`src/rtl/vvc_bs_pkg.sv`:
```
// vvc_bs_pkg: shared types and width helpers for the bitstream fetch slice.
package vvc_bs_pkg;

    localparam int WORD_W_DEF = 9;

    typedef enum logic [1:0] {
        IDLE = 2'd0,
        REQ  = 2'd1,
        WAIT = 2'd2
    } fetch_state_e;

    function automatic int lvl_width(input int buf_w);
        return $clog2(buf_w + 1);
    endfunction

    function automatic int num_width(input int max_rd);
        return $clog2(max_rd + 1);
    endfunction

endpackage

```
`src/rtl/bs_bit_buffer.sv`:
```
// bs_bit_buffer: MSB-first bit buffer with fill level.
// Consume shifts out the oldest bits, append lands after the survivors.
module bs_bit_buffer
    import vvc_bs_pkg::*;
#(
    parameter int  WORD_W = WORD_W_DEF,
    parameter int  BUF_W  = 32,
    parameter int  MAX_RD = 16,
    localparam int LW     = lvl_width(BUF_W),
    localparam int NW     = num_width(MAX_RD)
) (
    input  logic              clk,
    input  logic              rst,
    input  logic              cons_en,
    input  logic [NW-1:0]     cons_num,
    input  logic              app_en,
    input  logic [WORD_W-1:0] app_data,
    output logic [LW-1:0]     lvl,
    output logic [LW-1:0]     lvl_post,
    output logic [MAX_RD-1:0] peek
);

    logic [BUF_W-1:0] bits_q;
    logic [BUF_W-1:0] shifted;
    logic [BUF_W-1:0] placed;
    logic [BUF_W-1:0] bits_d;
    logic [LW-1:0]    num_ext;
    logic [LW-1:0]    taken;
    logic [LW-1:0]    lvl_d;

    assign num_ext  = LW'(cons_num);
    assign taken    = !cons_en      ? '0  :
                      (num_ext > lvl) ? lvl : num_ext;
    assign lvl_post = lvl - taken;

    // Bits below lvl are always zero, so a short read pads itself.
    assign peek = MAX_RD'(bits_q >> (BUF_W - int'(cons_num)));

    assign shifted = cons_en ? (bits_q << cons_num) : bits_q;
    assign placed  = {app_data, {(BUF_W-WORD_W){1'b0}}} >> lvl_post;
    assign bits_d  = app_en ? (shifted | placed) : shifted;
    assign lvl_d   = app_en ? (lvl_post + LW'(WORD_W)) : lvl_post;

    always_ff @(posedge clk) begin
        if (rst) begin
            bits_q <= '0;
            lvl    <= '0;
        end else begin
            bits_q <= bits_d;
            lvl    <= lvl_d;
        end
    end

endmodule

```
`src/rtl/bitstream_fetch_ctrl.sv`:
```
// bitstream_fetch_ctrl: word fetch sequencer and variable-length bit reader.
// Usage counters are built when BITSTREAM_FETCH_STATS_EN is defined.
module bitstream_fetch_ctrl
    import vvc_bs_pkg::*;
#(
    parameter int  WORD_W = WORD_W_DEF,
    parameter int  BUF_W  = 32,
    parameter int  MAX_RD = 16,
    localparam int NW     = num_width(MAX_RD)
) (
    input  logic              clk,
    input  logic              rst,
    output logic              src_req,
    input  logic              src_ack,
    input  logic [WORD_W-1:0] src_data,
    input  logic              src_eof,
    input  logic              rd_req,
    input  logic [NW-1:0]     rd_num,
    output logic              rd_ready,
    output logic              rd_valid,
    output logic [MAX_RD-1:0] rd_data,
    output logic              rd_underflow,
`ifdef BITSTREAM_FETCH_STATS_EN
    output logic [31:0]       stat_bits,
    output logic [15:0]       stat_words,
`endif
    output logic              eos
);

    localparam int LW = lvl_width(BUF_W);
    localparam logic [LW-1:0] REFILL_AT = LW'(BUF_W - WORD_W);

    fetch_state_e      state_q;
    fetch_state_e      state_d;
    logic              eof_seen;
    logic              short_rd;
    logic              xfer;
    logic              ack_data;
    logic              ack_eof;
    logic [LW-1:0]     lvl;
    logic [LW-1:0]     lvl_post;
    logic [MAX_RD-1:0] peek;

    assign short_rd = LW'(rd_num) > lvl;
    assign rd_ready = !short_rd || eof_seen;
    assign xfer     = rd_req && rd_ready;
    assign ack_data = (state_q == WAIT) && src_ack && !src_eof;
    assign ack_eof  = (state_q == WAIT) && src_ack && src_eof;
    assign eos      = eof_seen && (lvl == '0);

    bs_bit_buffer #(
        .WORD_W (WORD_W),
        .BUF_W  (BUF_W),
        .MAX_RD (MAX_RD)
    ) u_buf (
        .clk      (clk),
        .rst      (rst),
        .cons_en  (xfer),
        .cons_num (rd_num),
        .app_en   (ack_data),
        .app_data (src_data),
        .lvl      (lvl),
        .lvl_post (lvl_post),
        .peek     (peek)
    );

    always_ff @(posedge clk) begin
        if (rst) state_q <= IDLE;
        else     state_q <= state_d;
    end

    // Refill decision looks at the level left after this cycle's read.
    always_comb begin
        state_d = state_q;
        unique case (state_q)
            IDLE: begin
                if (!eof_seen && lvl_post <= REFILL_AT)
                    state_d = REQ;
            end
            REQ:  state_d = WAIT;
            WAIT: begin
                if (src_ack) state_d = IDLE;
            end
            default: state_d = IDLE;
        endcase
    end

    always_comb begin
        src_req = (state_q == REQ);
    end

    always_ff @(posedge clk) begin
        if (rst) begin
            eof_seen     <= 1'b0;
            rd_valid     <= 1'b0;
            rd_data      <= '0;
            rd_underflow <= 1'b0;
        end else begin
            if (ack_eof) eof_seen <= 1'b1;
            rd_valid     <= xfer;
            rd_underflow <= xfer && eof_seen && short_rd;
            if (xfer) rd_data <= peek;
        end
    end

`ifdef BITSTREAM_FETCH_STATS_EN
    logic [LW-1:0] taken;
    logic [32:0]   bits_sum;

    assign taken    = lvl - lvl_post;
    assign bits_sum = {1'b0, stat_bits} + 33'(taken);

    always_ff @(posedge clk) begin
        if (rst) begin
            stat_bits  <= '0;
            stat_words <= '0;
        end else begin
            stat_bits <= bits_sum[32] ? '1 : bits_sum[31:0];
            if (ack_data) stat_words <= stat_words + 16'd1;
        end
    end
`endif

    // A request wider than the result field cannot be represented.
    assert property (@(posedge clk) disable iff (rst)
        rd_req |-> (rd_num <= NW'(MAX_RD)));

endmodule

```
`config.mk`:
```
export PLATFORM = sky130hd
export DESIGN_NAME = bitstream_fetch_ctrl
export DESIGN_NICKNAME = d
export VERILOG_FILES = /design/src/rtl/vvc_bs_pkg.sv /design/src/rtl/bs_bit_buffer.sv /design/src/rtl/bitstream_fetch_ctrl.sv
export SDC_FILE = /design/constraint.sdc
export NUM_CORES = 1
export LEC_CHECK = 0
export BUFFER_PORTS_ARGS = -buffer_cell sky130_fd_sc_hd__buf_2
export CAP_MARGIN = 20
export CORE_ASPECT_RATIO = 1.75
export CORE_MARGIN = 10
export CORE_UTILIZATION = 50
export CTS_BUF_LIST = sky130_fd_sc_hd__clkbuf_8
export CTS_CLUSTER_SIZE = 8
export DETAILED_ROUTE_END_ITERATION = 8
export PLACE_DENSITY = 0.77
export SLEW_MARGIN = 20
export SYNTH_ARGS = -nofsm -noshare
export SYNTH_HDL_FRONTEND = slang
export SYNTH_SLANG_ARGS = --single-unit
export TNS_END_PERCENT = 1
```
`constraint.sdc`:
```
create_clock -name clk -period 11.55 [get_ports clk]
set_input_delay 0.5775 -clock clk [delete_from_list [all_inputs] [get_ports clk]]
set_output_delay 0.5775 -clock clk [all_outputs]
set_load 0.1 [all_outputs]
```
==> reports/results.tsv, run 1 <==
stage	metric	value	unit
run_status	status	finished, final reports clean	
floorplanning	initial core utilization	0.5080	
synthesis	Primary FF master, synth	dfxtp_1	
synthesis	proportion of synthesized area in mux cells	0.3551	
placed_design	pre-CTS setup slack	5.937	ns
power_and_ir_drop	Net Sw Frac	0.5463	
finish	finished layout cell area	7342	µm²
clocking	CTS clk-pin slew, worst paths	0.08	ns
sta	FMAX	181.2	MHz
worst_setup_path	CP Class	in2reg	
power_and_ir_drop	Comb pwr share	0.662	
clocking	Post-CTS Resized	0	
clocking	Clock Sinks	59	
synthesis	Syn. warnings	0	
floorplanning	die height	177.2	µm
placed_design	input/output buffers	39	
routing	first-pass iteration count of the detailed router	6	
synthesis	flops & latches, synth	59	
routing	via count	6997	
synthesis	register area share after synthesis	0.1672	
grt	largest net degree at the start of global routing	57	
grt	met1 usage in global routing	0.2773	
synthesis	synthesized area	7064	µm²
worst_setup_path	Reg2Reg Depth	17	
grt	grt met3 use	0.05580	
finish	share of cells above drive strength 1	0.2129	
routing	total routed wirelength	24470	µm
finish	most frequent cells in the layout	nand2_1 (121), mux2i_1 (79), mux4_2 (65), dfxtp_1 (59), nor2_1 (44)	
clocking	Num CTS Buffers	9	
synthesis	Synth Area in XOR/XNOR	0.02232	
sta	Setup Skew	0.01266	ns
worst_setup_path	CP max stage delay	0.85	ns
grt	vias in the first global route	6721	
worst_hold_path	Hold Path Class	reg2reg	
grt	Overflow after GRT	0	
routing	ANT nets after route	0	
sta	Final Hold Vio Count	0	
finish	commonest non-fill, non-tap cell in the layout	nand2_1	
placed_design	HPWL Detailed	17340	µm
worst_setup_path	Worst Setup End Kind	flip-flop	
clocking	setup bufs post-CTS	0	
finish	Fillers	1315	
sta	fin crit share	0.4777	
sta	Worst-Margin Slew	1.198	ns
sta	setup TNS	0	ns
routing	Detailed Route Iter0 Violations	941	
clocking	H-tree Lvls	3	
clocking	hold_buf cts	0	
synthesis	number of synthesized flops with an enable pin	0	
placed_design	placed inst area	7092	µm²
synthesis	main combinational cell family by area after synthesis	multiplexers	
synthesis	Mapped Cells	812	
worst_setup_path	worst-path fanout max	33	
clocking	CTS tree	yes	
grt	Total Routing Usage GR	0.2528	
power_and_ir_drop	Psw	0.7818	mW
placed_design	Routability Congestion	0.9985	
grt	initial antenna violation count	1	
grt	GRT Max-Usage Layer	met2	
power_and_ir_drop	clock power share	0.151	
power_and_ir_drop	Worst VDD drop	0.2737	mV
floorplanning	die width	109.9	µm
power_and_ir_drop	pwr/cell area	194.9	nW/µm²
worst_setup_path	Worst Path Arrival	5.81	ns
sta	Worst slew margin	0.1954	
synthesis	Synth Area in Adders	0.02409	
power_and_ir_drop	sequential share of power	0.187	
worst_setup_path	CP Cell Sequence	buf_2 -> ha_1 -> and3_1 -> a311oi_1 -> o21a_1 -> inv_2 -> nand2_1 -> nor2_1 -> ha_1 -> inv_1 -> fa_1 -> a21o_1 -> a21oi_1 -> xnor2_1 -> and3_1 -> o21ai_0 -> a41oi_1	
finish	Area growth, synth to finish	3.932	%
sta	WHS	0.4430	ns
synthesis	syn avg cell area	8.700	µm²
sta	# setup viols final	0	
worst_setup_path	Slowest-stage cell, CP	xnor2_1	
finish	Layout Cells excl Fill	967	
routing	Wirelength per Cell	25.31	µm
worst_setup_path	Top delay family on crit path	simple AND/OR/NAND/NOR gates	
worst_setup_path	Worst Setup Start Kind	primary input	
routing	via/cell ratio	7.236	
sta	Slew Limit Fails	0	
sta	unrepaired setup endpoints after global routing	false	
clocking	Max Buffers Root-to-Sink	2	
power_and_ir_drop	Internal Power	0.6494	mW
synthesis	synthesized netlist net count	844	
floorplanning	row count	57	
worst_setup_path	WP data required	11.84	ns
floorplanning	Core Box Area	13910	µm²
grt	first-pass GRT wire length	38070	µm
placed_design	cell count after placement	950	
clocking	clock root buffer	clkbuf_8	
sta	Worst Setup Slack, final	6.032	ns
floorplanning	# IOs	40	
worst_hold_path	WHS Path Cells	2	
worst_setup_path	Worst Path Buf+Inv	3	
synthesis	Post-Synth Simple-Gate Area	0.1775	
power_and_ir_drop	LEAKAGE	2.689	nW
routing	DRC viols	0	
worst_setup_path	Levels on crit path	17	
sta	Tmin final	5.518	ns
synthesis	ys async rst share	0	
floorplanning	Total Die Area	19470	µm²
synthesis	Synth Area in Compound Gates	0.1782	
finish	Final nets	816	
flow_run	MaxCap Viol Count	0	
clocking	Worst-Skew Late Latency	0.37	ns
synthesis	count of different cell masters after synthesis	72	
grt	met2 usage	0.4112	
[cell usage after synthesis (all sizes together), types with 17 or more instances]
master / count / area (µm²)
a21oi: 34 / 170.2
a31oi: 27 / 168.9
buf: 51 / 335.3
clkbuf: 36 / 135.1
dfxtp: 59 / 1181
inv: 17 / 63.81
mux2: 21 / 240.2
mux2i: 80 / 804.5
mux4: 65 / 1464
nand2: 122 / 460.5
nor2: 44 / 165.2
nor3: 23 / 126.4
o21ai: 45 / 225.2
[path summary, 6_finish.rpt]
path | from | end | slack [ns]
hold reg to reg | rd_data[2]$_SDFFE_PP0N_ | rd_data[2]$_SDFFE_PP0N_ | 0.44
hold / removal | rd_data[2]$_SDFFE_PP0N_ | rd_data[2]$_SDFFE_PP0N_ | 0.44
setup reg to reg | u_buf.lvl[2]$_SDFF_PP0_ | u_buf.bits_q[22]$_SDFF_PP0_ | 6.48
setup / recovery | rd_num[3] | u_buf.bits_q[22]$_SDFF_PP0_ | 6.03
[area by class of cell]
type | instances | area [µm²] | share of cell area
multi-input combinational | 649 | 5399 | 0.7353
sequential | 59 | 1181 | 0.1609
timing repair buffer | 48 | 265.3 | 0.03613
tap | 177 | 221.5 | 0.03016
clock buffer | 9 | 123.9 | 0.01687
clock inverter | 7 | 85.08 | 0.01159
inverter | 17 | 63.81 | 0.008691
antenna | 1 | 2.502 | 0.0003408
[tightest hold or removal path, delay by kind of cell (launching register included)]
kind               cells  cell delay [ns]
AOI/OAI and AO/OA      1             0.05
DFF                    1             0.31
and+or+nand+nor        1             0.05
[through the flow]
step | power, mW | util
after floorplan | 0.9821 | -
after global placement | 1.162 | 0.5099
after detailed placement | 1.175 | 0.5099
after CTS | 1.387 | 0.5250
after global routing | 1.502 | 0.5278
final | 1.431 | 0.5279
[power groups by stage]
stage                     logic (mW)  clock network (mW)  registers, mW
after floorplan                0.696                   0          0.286
after global placement         0.894                   0          0.268
after detailed placement       0.906                   0          0.269
after CTS                      0.909               0.214          0.264
after global routing            1.01               0.221          0.269
final                          0.948               0.216          0.267
[cell families after synthesis]
family	count (synthesis)
AOI/OAI and AO/OA	187
xor gates and xnor gates	15
adders and majority gates	13
buffers and inverters	104
DFF	59
muxes	166
and+or+nand+nor	268
[layer usage]
metal	up-vias	routed length [µm]
met3	151	2837
li1	3036	-
met2	568	11790
met4	0	2084
met5	-	0
met1	3242	7758
[sequential cells by signal, summed over array words and instances (netlist names)]
signal        flops
rd_valid          1
u_buf.bits_q     32
eof_seen          1
state_q           2
rd_data          16
rd_underflow      1
u_buf.lvl         6
Power figures use the tool's default switching activity.
==> run 2, diff against run 1 <==
clock period = 5.4 ns   (was 11.55 ns; I/O delays follow)
==> run 2 against run 1 <==
  * Clock power increased by 93%
  * Utilization up 0.28 points
  * First-iteration DRC count down 8.0%
  * Critical path depth stayed put
  * Setup slack got worse by 4.8 ns
  * Clock-buffer cell count unchanged
  * Largest power group unchanged
==> reports/results.tsv, run 2 (synthesis gave the netlist of run 1 again) <==
stage	metric	value	unit
run_status	status	finished, final reports clean	
sta	setup TNS	0	ns
worst_setup_path	WP data required	5.68	ns
routing	Wirelength per Cell	25.15	µm
grt	largest net degree at the start of global routing	55	
sta	# setup viols final	0	
grt	first-pass GRT wire length	37740	µm
finish	most frequent cells in the layout	nand2_1 (121), mux2i_1 (79), mux4_2 (65), dfxtp_1 (59), nor2_1 (44)	
power_and_ir_drop	Worst VDD drop	0.4631	mV
clocking	clock root buffer	clkbuf_8	
floorplanning	Total Die Area	19470	µm²
finish	ant diodes	0	
routing	ANT nets after route	0	
flow_run	MaxCap Viol Count	0	
worst_setup_path	Reg2Reg Depth	17	
finish	Area growth, synth to finish	4.481	%
sta	Worst slew margin	0.2894	
routing	DRC viols	0	
sta	Setup Skew	0.01645	ns
placed_design	HPWL Detailed	17780	µm
clocking	Worst-Skew Late Latency	0.36	ns
sta	Tmin final	4.214	ns
placed_design	Routability Congestion	1.036	
clocking	Clock Sinks	59	
routing	via count	6888	
sta	Worst-Margin Slew	1.058	ns
clocking	Max Buffers Root-to-Sink	2	
floorplanning	row count	57	
finish	registers with the most flip-flops	u_buf.bits_q (32), rd_data (16), u_buf.lvl (6)	
finish	commonest non-fill, non-tap cell in the layout	nand2_1	
routing	via/cell ratio	7.065	
finish	finished layout cell area	7381	µm²
floorplanning	# IOs	40	
worst_setup_path	FF-to-FF setup slack	1.19	ns
sta	FMAX	237.3	MHz
worst_setup_path	Worst Path Arrival	4.50	ns
floorplanning	die width	109.9	µm
finish	share of cells above drive strength 1	0.2231	
clocking	CTS clk-pin slew, worst paths	0.08	ns
worst_setup_path	worst-path fanout max	11	
floorplanning	die height	177.2	µm
floorplanning	initial core utilization	0.5080	
clocking	hold_buf cts	0	
sta	unrepaired setup endpoints after global routing	false	
placed_design	placed inst area	7167	µm²
routing	total routed wirelength	24530	µm
grt	Total Routing Usage GR	0.2522	
power_and_ir_drop	Tot Pwr	3.079	mW
sta	Final Hold Vio Count	0	
grt	vias in the first global route	6495	
power_and_ir_drop	LEAKAGE	2.718	nW
clocking	CTS tree	yes	
floorplanning	Core Box Area	13910	µm²
worst_setup_path	Worst Setup Start Kind	flip-flop	
worst_hold_path	Hold Path Class	in2reg	
clocking	setup bufs post-CTS	0	
finish	Final nets	826	
clocking	Post-CTS Resized	0	
grt	Overflow after GRT	0	
finish	Reg with most FFs	u_buf.bits_q	
power_and_ir_drop	pwr/cell area	417.2	nW/µm²
finish	max reg flops	32	
worst_setup_path	CP Class	reg2reg	
grt	initial antenna violation count	0	
placed_design	input/output buffers	39	
worst_setup_path	Worst Setup End Kind	flip-flop	
sta	fin crit share	0.7803	
clocking	H-tree Lvls	3	
clocking	Num CTS Buffers	9	
routing	Detailed Route Iter0 Violations	866	
routing	first-pass iteration count of the detailed router	5	
sta	Slew Limit Fails	0	
worst_hold_path	WHS Path Cells	4	
## run 2: stage by stage
| stage | instances | worst slack, ns | hold WS (ns) | util |
|---|---|---|---|---|
| 2_1_floorplan | 812 | 0.6540 | 0.4561 | - |
| 3_3_place_gp | 960 | 1.334 | 0.4302 | 0.5153 |
| 3_5_place_dp | 960 | 1.237 | 0.4350 | 0.5153 |
| 4_1_cts | 975 | 1.225 | 0.2377 | 0.5291 |
| 5_1_grt | 975 | 0.8487 | 0.2879 | 0.5307 |
| 6_report | 975 | 1.186 | 0.2391 | 0.5307 |
## run 2: final timing paths
path,from,end
worst max register to register,u_buf.lvl[1]$_SDFF_PP0_,u_buf.bits_q[20]$_SDFF_PP0_
worst max-delay path,u_buf.lvl[1]$_SDFF_PP0_,u_buf.bits_q[20]$_SDFF_PP0_
worst min-delay path,src_ack,state_q[1]$_SDFFE_PP0P_
worst min register to register,rd_data[3]$_SDFFE_PP0N_,rd_data[3]$_SDFFE_PP0N_
## run 2: critical path: stages (launching register included)
cell and delay (ns):
dfxtp_1 0.45, inv_1 0.07, ha_1 0.30, nor2b_1 0.14, o21a_1 0.17, o21a_1 0.23
inv_2 0.14, nand2_1 0.08, nor2_1 0.10, ha_1 0.16, inv_1 0.05, fa_1 0.45
a21o_1 0.18, a21oi_1 0.33, xnor2_1 0.46, and3_1 0.45, nand2_1 0.21, a31oi_1 0.16
## run 2: area by class of cell
cell class,count,area [µm²]
Clock buffer,9,123.9
Clock inverter,6,67.56
Fill cell,1344,6526
Inverter,17,63.81
Multi-Input combinational cell,649,5383
Sequential cell,59,1181
Tap cell,177,221.5
Timing Repair Buffer,58,340.3
## run 2: per-layer routing
metal | track usage | wire, µm | up-vias
li1 | - | - | 3047
met1 | 0.2859 | 8016 | 3212
met2 | 0.4199 | 11960 | 491
met3 | 0.03866 | 2572 | 138
met4 | 0.1705 | 1979 | 0
met5 | 0 | 0 | -
## run 2: where the power goes
group,leakage [nW],switching (mW),internal [mW]
Combinational,2.15,1.40,0.694
Sequential,0.479,0.0811,0.485
Clock,0.0913,0.206,0.211
Total,2.72,1.69,1.39
==> run 3, diff against run 2 <==
clock period = 4.2 ns   (was 5.4 ns; I/O delays follow)
==> run 3 against run 2 <==
  * Hold slack worse by 0.092 ns
  * Highest routed layer unchanged
  * Non-clock buffer count is 15 higher
  * Critical path depth is 2 lower
  * Sequential power is 27% higher
  * Clock skew is 0.0087 ns lower
  * Maximum frequency is 7.2% higher
  * Setup slack worse by 0.92 ns
  * Largest power group unchanged
  * Register-to-register slack worse by 0.92 ns
  * Cell count is 1.6% higher
  * Utilization is 1.0 points higher
==> reports/results.tsv, run 3 (synthesis gave the netlist of run 1 again) <==
stage	metric	value	unit
run_status	status	finished, final reports clean	
worst_setup_path	worst flop-to-flop path startpoint	u_buf.lvl[2]$_SDFF_PP0_	
placed_design	input/output buffers	39	
worst_setup_path	Reg2Reg Depth	15	
routing	via count	6977	
sta	Worst slew margin	0.4340	
power_and_ir_drop	clock power share	0.144	
worst_setup_path	Worst Setup Start Kind	flip-flop	
finish	Fillers	1294	
clocking	Max Buffers Root-to-Sink	2	
clocking	Clock Sinks	59	
sta	setup TNS	0	ns
sta	Slew Limit Fails	0	
clocking	Num CTS Buffers	9	
finish	max reg flops	32	
sta	# setup viols final	0	
worst_setup_path	Worst R2R End	u_buf.bits_q[27]$_SDFF_PP0_	
finish	Reg with most FFs	u_buf.bits_q	
finish	share of cells above drive strength 1	0.2420	
grt	Overflow after GRT	0	
grt	first-pass GRT wire length	37090	µm
placed_design	pre-CTS setup slack	0.2860	ns
grt	vias in the first global route	6588	
floorplanning	Total Die Area	19470	µm²
placed_design	Routability Congestion	1.013	
routing	total routed wirelength	24080	µm
finish	Layout Cells excl Fill	991	
sta	fin crit share	0.9357	
finish	most frequent cells in the layout	nand2_1 (120), mux2i_1 (79), mux4_2 (65), dfxtp_1 (59), nor2_1 (44)	
grt	Total Routing Usage GR	0.2473	
sta	Worst-Margin Slew	0.8477	ns
power_and_ir_drop	Tot Pwr	4.088	mW
finish	Final nets	841	
worst_hold_path	WHS Path Cells	4	
routing	first-pass iteration count of the detailed router	5	
routing	DRC viols	0	
floorplanning	# IOs	40	
clocking	Worst-Skew Late Latency	0.38	ns
clocking	CTS clk-pin slew, worst paths	0.08	ns
sta	Tmin final	3.930	ns
worst_setup_path	WP data required	4.50	ns
routing	via/cell ratio	7.040	
worst_setup_path	Worst Setup End Kind	flip-flop	
power_and_ir_drop	Net Sw Frac	0.5384	
clocking	hold_buf cts	0	
floorplanning	Core Box Area	13910	µm²
power_and_ir_drop	sequential share of power	0.176	
finish	registers with the most flip-flops	u_buf.bits_q (32), rd_data (16), u_buf.lvl (6)	
worst_setup_path	Worst Path Arrival	4.23	ns
power_and_ir_drop	Comb pwr share	0.680	
power_and_ir_drop	Internal Power	1.887	mW
sta	FMAX	254.4	MHz
grt	GRT Max-Usage Layer	met2	
finish	ant diodes	0	
clocking	clock root buffer	clkbuf_8	
placed_design	HPWL Detailed	17160	µm
power_and_ir_drop	pwr/cell area	543.7	nW/µm²
grt	grt met3 use	0.04923	
worst_hold_path	Hold Crit Start	src_ack	
grt	initial antenna violation count	0	
power_and_ir_drop	Worst VDD drop	0.7894	mV
worst_setup_path	worst-path fanout max	10	
finish	commonest non-fill, non-tap cell in the layout	nand2_1	
sta	Final Hold Vio Count	0	
clocking	CTS tree	yes	
worst_setup_path	CP Class	reg2reg	
sta	Setup Skew	0.007779	ns
placed_design	cell count after placement	975	
finish	Finished Core Util	0.5407	
routing	ANT nets after route	0	
routing	Wirelength per Cell	24.30	µm
routing	Detailed Route Iter0 Violations	786	
clocking	H-tree Lvls	3	
floorplanning	die width	109.9	µm
power_and_ir_drop	LEAKAGE	2.803	nW
finish	Area growth, synth to finish	6.447	%
floorplanning	row count	57	
floorplanning	die height	177.2	µm
sta	unrepaired setup endpoints after global routing	false	
sta	Worst Setup Slack, final	0.2699	ns
flow_run	MaxCap Viol Count	0	
worst_hold_path	Hold Path Class	in2reg	
power_and_ir_drop	Psw	2.201	mW
grt	largest net degree at the start of global routing	52	
worst_hold_path	Hold EP	state_q[1]$_SDFFE_PP0P_	
floorplanning	initial core utilization	0.5080	
worst_setup_path	FF-to-FF setup slack	0.27	ns
grt	met2 usage	0.4249	
grt	met1 usage in global routing	0.2648	
==> run 3: changes by cell type in the layout (fill, tap and decap cells not counted), moves of 2 or more <==
cell      previous run  this run
clkbuf_8             9        11
o21a_1               6         4
inv_6                0         2
a21oi_2              0         2
o21a_2               0         2
buf_4               20        34
==> run 3: per-stage QoR <==
stage | hold WS, ns | area [µm²]
6_report | 0.1471 | 7520
5_1_grt | 0.1824 | 7520
4_1_cts | 0.1604 | 7511
3_5_place_dp | 0.4356 | 7300
3_3_place_gp | 0.4307 | 7284
2_1_floorplan | 0.3961 | 7083
==> run 3: layer usage <==
metal	wire, µm	vias to the layer above
met3	2327	138
met1	7977	3279
met2	12110	472
met4	1669	0
met5	0	-
li1	-	3088
==> run 3: timing repair <==
| action | in CTS | in global routing |
|---|---|---|
| endpoints found under the setup margin | 0 | 11 |
| resized for setup | 0 | 2 |
| setup buffers | 0 | 0 |
==> run 3: area by class of cell <==
| class | count | area [µm²] | share of cell area |
|---|---|---|---|
| Sequential cell | 59 | 1181 | 0.1571 |
| Multi-Input combinational cell | 649 | 5376 | 0.7150 |
| Inverter | 17 | 68.82 | 0.009151 |
| Clock buffer | 11 | 151.4 | 0.02013 |
| Tap cell | 177 | 221.5 | 0.02945 |
| Timing Repair Buffer | 73 | 460.4 | 0.06123 |
| Clock inverter | 5 | 60.06 | 0.007987 |
==> run 3: critical path, cell delays in order, from the launching register on <==
cell	delay (ns)
dfxtp_1	0.38
inv_1	0.07
ha_1	0.27
and3_1	0.22
o21a_1	0.13
o21a_2	0.25
nor2_1	0.26
buf_4	0.20
nand2_1	0.06
ha_1	0.29
o21ai_1	0.12
a21oi_1	0.10
o311ai_4	0.52
nand2_2	0.11
or4_1	0.60
o211ai_1	0.24
==> run 3: power groups by stage <==
| stage | clock, mW | sequential (mW) | combinational, mW |
|---|---|---|---|
| global route | 0.613 | 0.726 | 2.96 |
| detailed placement | 0 | 0.727 | 2.69 |
| CTS | 0.584 | 0.713 | 2.70 |
| floorplan | 0 | 0.787 | 1.95 |
| global placement | 0 | 0.723 | 2.68 |
| finish | 0.589 | 0.719 | 2.78 |
==> run 3: worst max-delay path by stage <==
stage	start	end	slack, ns
after global routing	u_buf.lvl[2]$_SDFF_PP0_	u_buf.bits_q[27]$_SDFF_PP0_	0.04
after global placement	u_buf.lvl[2]$_SDFF_PP0_	u_buf.bits_q[0]$_SDFF_PP0_	0.38
final	u_buf.lvl[2]$_SDFF_PP0_	u_buf.bits_q[27]$_SDFF_PP0_	0.27
after CTS	u_buf.lvl[2]$_SDFF_PP0_	u_buf.bits_q[21]$_SDFF_PP0_	0.26
after detailed placement	u_buf.lvl[2]$_SDFF_PP0_	u_buf.bits_q[21]$_SDFF_PP0_	0.29
after floorplan	rd_num[0]	u_buf.bits_q[13]$_SDFF_PP0_	0.02
